[config.mk]
export PLATFORM = sky130hd
export DESIGN_NAME = alu_exerciser
export DESIGN_NICKNAME = d
export VERILOG_FILES = /design/src/rtl/cpu_types_pkg.sv /design/src/rtl/alu_exerciser_key_debounce.sv /design/src/rtl/alu_exerciser.sv
export SDC_FILE = /design/constraint.sdc
export NUM_CORES = 1
export LEC_CHECK = 0
export BUFFER_PORTS_ARGS = -buffer_cell sky130_fd_sc_hd__buf_2
export CORE_ASPECT_RATIO = 2
export CORE_MARGIN = 2
export CORE_UTILIZATION = 55
export CTS_CLUSTER_SIZE = 25
export DETAILED_ROUTE_END_ITERATION = 12
export PLACE_DENSITY = 0.73
export SYNTH_ARGS = -nofsm -noshare
export SYNTH_HDL_FRONTEND = slang
export SYNTH_SLANG_ARGS = --single-unit
[constraint.sdc]
create_clock -name CLOCK_50 -period 3.65 [get_ports CLOCK_50]
set_input_delay 0.5475 -clock CLOCK_50 [delete_from_list [all_inputs] [get_ports CLOCK_50]]
set_output_delay 0.5475 -clock CLOCK_50 [all_outputs]
set_load 0.02 [all_outputs]
[src/rtl/cpu_types_pkg.sv]
// Shared types, view codes and the seven-segment encoder for the ALU exerciser.
package cpu_types_pkg;

  typedef enum logic [1:0] {
    IDLE,
    ISSUE,
    CAPTURE
  } exer_state_t;

  localparam logic [1:0] VIEW_RES  = 2'd0;
  localparam logic [1:0] VIEW_A    = 2'd1;
  localparam logic [1:0] VIEW_B    = 2'd2;
  localparam logic [1:0] VIEW_STAT = 2'd3;

  localparam logic [6:0] SEG_BLANK = 7'h7F;

  // Active-low segments, bit 6 = g ... bit 0 = a.
  function automatic logic [6:0] hex7seg(input logic [3:0] nibble);
    logic [6:0] seg;
    case (nibble)
      4'h0: seg = 7'b1000000;
      4'h1: seg = 7'b1111001;
      4'h2: seg = 7'b0100100;
      4'h3: seg = 7'b0110000;
      4'h4: seg = 7'b0011001;
      4'h5: seg = 7'b0010010;
      4'h6: seg = 7'b0000010;
      4'h7: seg = 7'b1111000;
      4'h8: seg = 7'b0000000;
      4'h9: seg = 7'b0010000;
      4'hA: seg = 7'b0001000;
      4'hB: seg = 7'b0000011;
      4'hC: seg = 7'b0100111;
      4'hD: seg = 7'b0100001;
      4'hE: seg = 7'b0000110;
      default: seg = 7'b0001110;
    endcase
    return seg;
  endfunction

endpackage

[src/rtl/alu_exerciser_key_debounce.sv]
// One push-key: 2-flop synchroniser, stability down-counter and a press pulse
// on each debounced released-to-pressed transition.
module key_debounce #(
  parameter int DEB_CYCLES = 50000
) (
  input  logic clk,
  input  logic rst_n,
  input  logic key_n,
  output logic pressed,
  output logic press
);

  localparam int CNT_W = $clog2(DEB_CYCLES + 1);
  localparam logic [CNT_W-1:0] RELOAD = CNT_W'(DEB_CYCLES - 1);

  logic [1:0]       sync_n;
  logic             deb_n;
  logic [CNT_W-1:0] cnt;

  always_ff @(posedge clk or negedge rst_n) begin
    if (!rst_n) begin
      sync_n <= 2'b11;
      deb_n  <= 1'b1;
      cnt    <= RELOAD;
      press  <= 1'b0;
    end else begin
      sync_n <= {sync_n[0], key_n};
      press  <= 1'b0;
      if (sync_n[1] != deb_n) begin
        // Terminal count reached on the DEB_CYCLES-th consecutive differing cycle.
        if (cnt == '0) begin
          deb_n <= sync_n[1];
          cnt   <= RELOAD;
          press <= ~sync_n[1];
        end else begin
          cnt <= cnt - 1'b1;
        end
      end else begin
        cnt <= RELOAD;
      end
    end
  end

  assign pressed = ~deb_n;

endmodule

[src/rtl/alu_exerciser.sv]
// Board-level exerciser: loads operands from switches, sequences one external
// ALU operation per key press and shows registers on the seven-segment digits.
module alu_exerciser
  import cpu_types_pkg::*;
#(
  parameter int DATA_W     = 32,
  parameter int IMM_W      = 16,
  parameter int OP_W       = 4,
  parameter int DEB_CYCLES = 50000,
  parameter int NDIGITS    = DATA_W / 4
) (
  input  logic                 CLOCK_50,
  input  logic                 nRST,
  input  logic [3:0]           key_n,
  input  logic [IMM_W-1:0]     sw_imm,
  input  logic                 sw_sext,
  input  logic [OP_W-1:0]      sw_op,
  input  logic [1:0]           sw_view,
  output logic [DATA_W-1:0]    alu_a,
  output logic [DATA_W-1:0]    alu_b,
  output logic [OP_W-1:0]      alu_op,
  input  logic [DATA_W-1:0]    alu_result,
  output logic [NDIGITS*7-1:0] hex,
  output logic [8:0]           ledg
);

  logic [3:0] key_level;
  logic [3:0] key_pulse;

  for (genvar k = 0; k < 4; k++) begin : g_key
    key_debounce #(.DEB_CYCLES(DEB_CYCLES)) u_deb (
      .clk     (CLOCK_50),
      .rst_n   (nRST),
      .key_n   (key_n[k]),
      .pressed (key_level[k]),
      .press   (key_pulse[k])
    );
  end

  exer_state_t state, state_next;
  logic [DATA_W-1:0] a_reg, b_reg, res_reg;
  logic [OP_W-1:0]   op_reg;
  logic [7:0]        op_cnt;
  logic              res_valid, zero_flag, acc_pending;
  logic              load_a, load_b, start, start_acc, capture;
  logic [DATA_W-1:0] imm_ext;

  assign imm_ext = sw_sext ? DATA_W'($signed(sw_imm)) : DATA_W'(sw_imm);

  always_ff @(posedge CLOCK_50 or negedge nRST) begin
    if (!nRST) state <= IDLE;
    else       state <= state_next;
  end

  // Priority KEY0 > KEY1 > KEY2 > KEY3; losers and busy-time pulses are dropped.
  always_comb begin
    state_next = state;
    load_a     = 1'b0;
    load_b     = 1'b0;
    start      = 1'b0;
    start_acc  = 1'b0;
    capture    = 1'b0;
    case (state)
      IDLE: begin
        if (key_pulse[0]) load_a = 1'b1;
        else if (key_pulse[1]) load_b = 1'b1;
        else if (key_pulse[2]) begin
          start      = 1'b1;
          state_next = ISSUE;
        end else if (key_pulse[3]) begin
          start      = 1'b1;
          start_acc  = 1'b1;
          state_next = ISSUE;
        end
      end
      ISSUE:   state_next = CAPTURE;
      CAPTURE: begin
        capture    = 1'b1;
        state_next = IDLE;
      end
      default: state_next = IDLE;
    endcase
  end

  always_ff @(posedge CLOCK_50 or negedge nRST) begin
    if (!nRST) begin
      a_reg       <= '0;
      b_reg       <= '0;
      res_reg     <= '0;
      op_reg      <= '0;
      op_cnt      <= '0;
      res_valid   <= 1'b0;
      zero_flag   <= 1'b0;
      acc_pending <= 1'b0;
    end else begin
      if (load_a) begin
        a_reg     <= imm_ext;
        res_valid <= 1'b0;
      end
      if (load_b) begin
        b_reg     <= imm_ext;
        res_valid <= 1'b0;
      end
      if (start) begin
        op_reg      <= sw_op;
        acc_pending <= start_acc;
      end
      if (capture) begin
        res_reg     <= alu_result;
        zero_flag   <= (alu_result == '0);
        res_valid   <= 1'b1;
        op_cnt      <= op_cnt + 8'd1;
        acc_pending <= 1'b0;
        if (acc_pending) a_reg <= alu_result;
      end
    end
  end

  assign alu_a  = a_reg;
  assign alu_b  = b_reg;
  assign alu_op = op_reg;

  logic [3:0]           op_nib;
  logic [NDIGITS*7-1:0] hex_next;

  assign op_nib = 4'(op_reg);

  always_comb begin
    hex_next = '1;
    for (int i = 0; i < NDIGITS; i++) begin
      case (sw_view)
        VIEW_RES: hex_next[7*i +: 7] = res_valid ? hex7seg(res_reg[4*i +: 4]) : SEG_BLANK;
        VIEW_A:   hex_next[7*i +: 7] = hex7seg(a_reg[4*i +: 4]);
        VIEW_B:   hex_next[7*i +: 7] = hex7seg(b_reg[4*i +: 4]);
        default: begin
          if (i == 0)      hex_next[7*i +: 7] = hex7seg(op_cnt[3:0]);
          else if (i == 1) hex_next[7*i +: 7] = hex7seg(op_cnt[7:4]);
          else if (i == 2) hex_next[7*i +: 7] = hex7seg(op_nib);
          else             hex_next[7*i +: 7] = SEG_BLANK;
        end
      endcase
    end
  end

  always_ff @(posedge CLOCK_50 or negedge nRST) begin
    if (!nRST) hex <= '1;
    else       hex <= hex_next;
  end

  assign ledg = {acc_pending, res_reg[DATA_W-1], (state != IDLE), zero_flag, res_valid, key_level};

endmodule
Word-level counts from Yosys, hierarchy flattened:

Memories as Yosys holds them, arrays and structs flattened.
Cells that the tools add are included.
W data, S select, Z words.

* add/sub/neg operators: 5
* reduce and logical (&&, ||, !) cells: 15
* bitwise logic cells: 8
* eq/ne operators: 11
* mux-type cells: 61

Operator list (count)
* $pmux W7 S3: 8
* $mux W16: 8
* $mux W32: 4
* $logic_not A16 Y1: 4
* $sub A16 B1 Y16 const B: 4
* $mux W7: 8
* $logic_not A32 Y1: 1
* $mux W1: 28
* $add A8 B1 Y8 const B: 1
* $mux W2: 4
* $not A1 Y1: 8
* $reduce_and A2 Y1: 4
* $eq A2 B1 Y1 const B: 2
* $eq A2 B2 Y1 const B: 2
* $logic_not A2 Y1: 2
* $ne A1 B1 Y1: 4
* $ne A2 B2 Y1 const B: 2
* $pmux W2 S2: 1
* $reduce_bool A2 Y1: 2
* $ne A3 B1 Y1 const B: 1
* $reduce_and A3 Y1: 1
* $reduce_bool A3 Y1: 1

* input bits: 61
* logic and storage cells: 153
* memories: 27
* output and inout bits: 133
* ROM bits: 3024
* bits in registers: 249

Memories
* (name not given): words 16, width 7, read ports 1, clocked after memory_dff 0, wr ports 0, RTL line cpu_types_pkg.sv:20 `case (nibble)`
* (name not given): words 16, width 7, read ports 1, clocked after memory_dff 0, wr ports 0, RTL line cpu_types_pkg.sv:20
* (name not given): words 16, width 7, read ports 1, clocked after memory_dff 0, wr ports 0, RTL line cpu_types_pkg.sv:20
* (name not given): words 16, width 7, read ports 1, clocked after memory_dff 0, wr ports 0, RTL line cpu_types_pkg.sv:20
* (name not given): words 16, width 7, read ports 1, clocked after memory_dff 0, wr ports 0, RTL line cpu_types_pkg.sv:20
* (name not given): words 16, width 7, read ports 1, clocked after memory_dff 0, wr ports 0, RTL line cpu_types_pkg.sv:20
* +21 memories

Logic depth before layout (Yosys ltp):

* word-level depth: 7
* gate-level depth with buffers: 7
* gate-level depth less buffers: 6

Cells and area by module:

Synthesis repeated with hierarchy kept, for this count alone.

* cells, all modules: 1695
* area, all modules: 16042.9 um^2

By module, submodules not included
* alu_exerciser: sequential area each 3923.8 um^2, cells each 1343, instances 1, area each 12154.2 um^2
* key_debounce: sequential area each 515.5 um^2, cells each 88, instances 4, area each 972.2 um^2

Worst setup path after synthesis:

OpenSTA, ideal clock, no wires.

* path type: register to register
* start: register g_key[1].u_deb.cnt[10]
* end: register g_key[1].u_deb.deb_n
* setup slack: 1.744 ns
* setup time: 0.082 ns
* arrival: 1.824 ns
* data required time: 3.568 ns
* period minus slack after synthesis: 1.906 ns
* buffers on the path: 0
* stages on the path, launching flop included: 5
* path through: dfrtp_1 > or4_4 > or3_4 > or2_4 > mux2_4

* cells in the longest elaborated chain, start to end: 2

RTL lines
* start, declared: RTL line alu_exerciser_key_debounce.sv:18 `logic [CNT_W-1:0] cnt;`
* start signal, assigned: RTL line alu_exerciser_key_debounce.sv:36 `cnt <= cnt - 1'b1;`
* $logic_not A16 Y1: RTL line alu_exerciser_key_debounce.sv:31 `if (cnt == '0) begin`
* $reduce_and A2 Y1 (no source line)
* end signal, assigned: RTL line alu_exerciser_key_debounce.sv:32 `deb_n <= sync_n[1];`
* end, declared: RTL line alu_exerciser_key_debounce.sv:17 `logic deb_n;`

No other way between the ends.
A chain may end at the register's enable or synchronous reset.

Worst setup path after layout:

* start: register g_key[3].u_deb.cnt[7]
* end: register g_key[3].u_deb.cnt[0]

* cells in the longest elaborated chain, start to end: 3

RTL lines
* start, declared: RTL line alu_exerciser_key_debounce.sv:18
* start signal, assigned: RTL line alu_exerciser_key_debounce.sv:36
* $logic_not A16 Y1: RTL line alu_exerciser_key_debounce.sv:31
* $mux W16: RTL line alu_exerciser_key_debounce.sv:31
* $mux W16: RTL line alu_exerciser_key_debounce.sv:29 `if (sync_n[1] != deb_n) begin`

No other way between the ends.

==> results.json <==
{
  "status": "finished, final reports clean",
  "skew_ns": 0.0131,
  "final_cell_mix": "nand2_1 (196), buf_2 (192), ha_1 (158), nor2_1 (143), o21ai_0 (138)",
  "slew_headroom_pct": 35.5,
  "critPathSlowestCell": "nor4_1",
  "critical_path_class": "reg -> reg",
  "seqPwrFrac_pct": 46.8,
  "cap_violations": 0,
  "wire_per_inst_um": 19.9,
  "place_hpwl_um": 31900,
  "setup_viol_count_final": 0,
  "stdcell_count": 2173,
  "clock_latency_ns": 0.54,
  "hold_class": "in -> async",
  "ys_ff_latch": 234,
  "root_buffer": "clkbuf_16",
  "drv_slew": 0,
  "synth_compound_area_share_pct": 15.2,
  "r2r_setup_slack_ns": 1.57,
  "fmax_ghz": 0.480,
  "seq_area_sq_um": 5990,
  "netlist_area_sq_um": 15800,
  "globalRouteOverflowTotal": 0,
  "worstPathRequired_ns": 4.12,
  "cts.sinks": 234,
  "ios": 194,
  "dieArea_sq_um": 30100,
  "cts_buffer_depth": 3,
  "nets": 2020,
  "cpLargestDelayFamily": "simple AND/OR/NAND/NOR gates",
  "post-route-period-util_pct": 57.1,
  "layout-drive-gt1-share_pct": 24.3,
  "initial_core_util_pct": 55.9,
  "vias": 13105,
  "placed_area_sq_um": 16800,
  "antenna_found_initial": 1,
  "yosys.area_share.simple_pct": 16.2,
  "final_cell_area_sq_um": 17600,
  "ir_worst_vdd_v": 0.000414,
  "grt_pass1_vias": 13002,
  "largest_reg_flops": 64,
  "die_y_um": 243,
  "dr.pass1.iters": 8,
  "place_ws_ns": 1.40,
  "synth_warnings": 0,
  "ys_seq_area_share_pct": 38.0,
  "crit_chain": "nor4_1 -> nand4_1 -> and2_1 -> nand2_1",
  "synth_top_family_by_area": "simple AND/OR/NAND/NOR gates",
  "antenna_cells": 0,
  "synthFlopType": "dfrtp_1",
  "pwr-share-comb_pct": 10.4,
  "final_common_cell": "nand2_1",
  "syn_inst": 1683,
  "synthXorXnorAreaFrac_pct": 3.00,
  "critPathMaxFanout": 8,
  "cp.arrival_ns": 2.55,
  "cts_tree": "built",
  "p_per_area_nw_per_um2": 343,
  "async_flop_share_pct": 100,
  "syn_nets": 1902,
  "finalHoldViolations": 0,
  "avgViaCountPerCell": 6.03,
  "grt_max_degree": 114,
  "p_leak_nw": 8.07,
  "yosysUniqueCellTypes": 66,
  "syn_area_per_cell_sq_um": 9.36,
  "worst_setup_path_start_kind": "flop",
  "dp_cells": 2132,
  "tightest_slew_ns": 0.959,
  "core_area_sq_um": 28200,
  "synthToLayoutAreaGrowth_pct": 11.8,
  "top_register": "g_key.u_deb.cnt",
  "portBuffers": 193,
  "period_minus_slack_ns": 2.08,
  "clkTransAtPathRegs_ns": 0.07,
  "path_buf_inv": 0,
  "intPower_mw": 4.46,
  "grt_use_total_pct": 28.8,
  "cts_hold_buf": 0,
  "synth_fa_ha_area_share_pct": 12.6,
  "tns_ns": 0,
  "max_stage_delay_ns": 0.84,
  "power_mw": 6.04,
  "fill_cells": 2402,
  "postRouteAntennaNets": 0,
  "drc": 0,
  "p_sw_share_pct": 26.1,
  "rsz0062_at_grt": "false",
  "cts_resized": 0,
  "rows": 87,
  "power.switching_mw": 1.57,
  "synth-edff-count": 0,
  "globalplace.congestion": 0.949,
  "cp-end-kind": "flop",
  "reg_top3": "g_key.u_deb.cnt: 64 flops, hex: 56 flops",
  "h-tree-depth": 1,
  "grt_pass1_wl_um": 67800,
  "cts_buffers": 23,
  "worst_slack_ns": 1.57,
  "fp.dieW_um": 124,
  "clkPwrFrac_pct": 42.8,
  "drt_iter0_drc": 960,
  "multi_input_area_sq_um": 8890,
  "post_cts_buffers": 0,
  "muxShareOfSynthArea_pct": 9.29,
  "routed_wl_um": 43200
}
==> area by class of cell <==
type                            count  area share (%)
Timing Repair Buffer              211            6.38
Sequential cell                   234            34.0
Clock inverter                     14            1.05
Clock buffer                       27            3.52
Inverter                           98            2.09
Tap cell                          356            2.53
Multi-Input combinational cell   1233            50.4
==> path summary, 6_finish.rpt <==
path,startpoint,depth (start not counted),to
min,nRST,1,g_key[2].u_deb.cnt[10]
max reg2reg,g_key[3].u_deb.cnt[7],4,g_key[3].u_deb.cnt[0]
max in group asynchronous,nRST,2,hex[18]
min in group CLOCK_50,key_n[3],1,g_key[3].u_deb.sync_n[0]
max,g_key[3].u_deb.cnt[7],4,g_key[3].u_deb.cnt[0]
min reg2reg,g_key[0].u_deb.sync_n[0],0,g_key[0].u_deb.sync_n[1]
==> per-layer routing <==
layer	wire length (um)	track usage (%)	share of wire [%]	up-vias
li1	-	-	-	6099
met1	15000	30.6	35	6416
met2	22900	52.0	53	425
met3	2270	3.91	5.2	163
met4	3010	17.9	7.0	2
met5	10	0	0.023	-
==> metrics by stage <==
step                hold WS (ns)  util [%]
global route              0.0928      62.5
CTS                       0.0918      62.5
finish                    0.0315      62.5
global placement           0.346      59.6
floorplan                  0.252         -
detailed placement         0.348      59.6
==> power groups by stage <==
stage / combinational [mW] / clock, mW / sequential [mW]
4_1_cts: 0.633 / 2.63 / 2.82
5_1_grt: 0.690 / 2.73 / 2.84
3_3_place_gp: 0.619 / 0 / 2.87
3_5_place_dp: 0.630 / 0 / 2.87
2_1_floorplan: 0.288 / 0 / 2.91
6_report: 0.629 / 2.58 / 2.83
==> synthesized netlist by cell type, types with 13 or more instances <==
| cell | n | area [sq um] |
|---|---|---|
| a21oi_1 | 83 | 415 |
| a221oi_1 | 15 | 131 |
| buf_1 | 15 | 56.3 |
| buf_4 | 23 | 173 |
| clkbuf_1 | 79 | 297 |
| dfrtp_1 | 130 | 3250 |
| dfstp_2 | 104 | 2730 |
| ha_1 | 158 | 1980 |
| inv_1 | 98 | 368 |
| mux2_2 | 23 | 259 |
| mux2i_1 | 40 | 400 |
| mux4_2 | 35 | 788 |
| nand2_1 | 198 | 743 |
| nand3_1 | 28 | 140 |
| nand4_1 | 14 | 87.6 |
| nor2_1 | 143 | 537 |
| nor2b_1 | 44 | 275 |
| nor3_1 | 21 | 105 |
| nor4_1 | 21 | 131 |
| o211ai_1 | 16 | 120 |
| o21ai_0 | 139 | 696 |
| o311ai_0 | 13 | 114 |
| o31ai_1 | 13 | 97.6 |
| xnor2_1 | 20 | 175 |
| xor2_1 | 34 | 298 |
==> kinds of logic (layout without fill, tap and decap cells) <==
family	Yosys count	count (layout)
buffers and inverters	216	350
AO/OA/AOI/OAI	381	381
XOR/XNOR	54	54
AND/OR/NAND/NOR	541	541
adder cells (fa/ha/maj)	158	158
multiplexers	99	99
flip-flops	234	234
(Power assumes the default switching activity.)
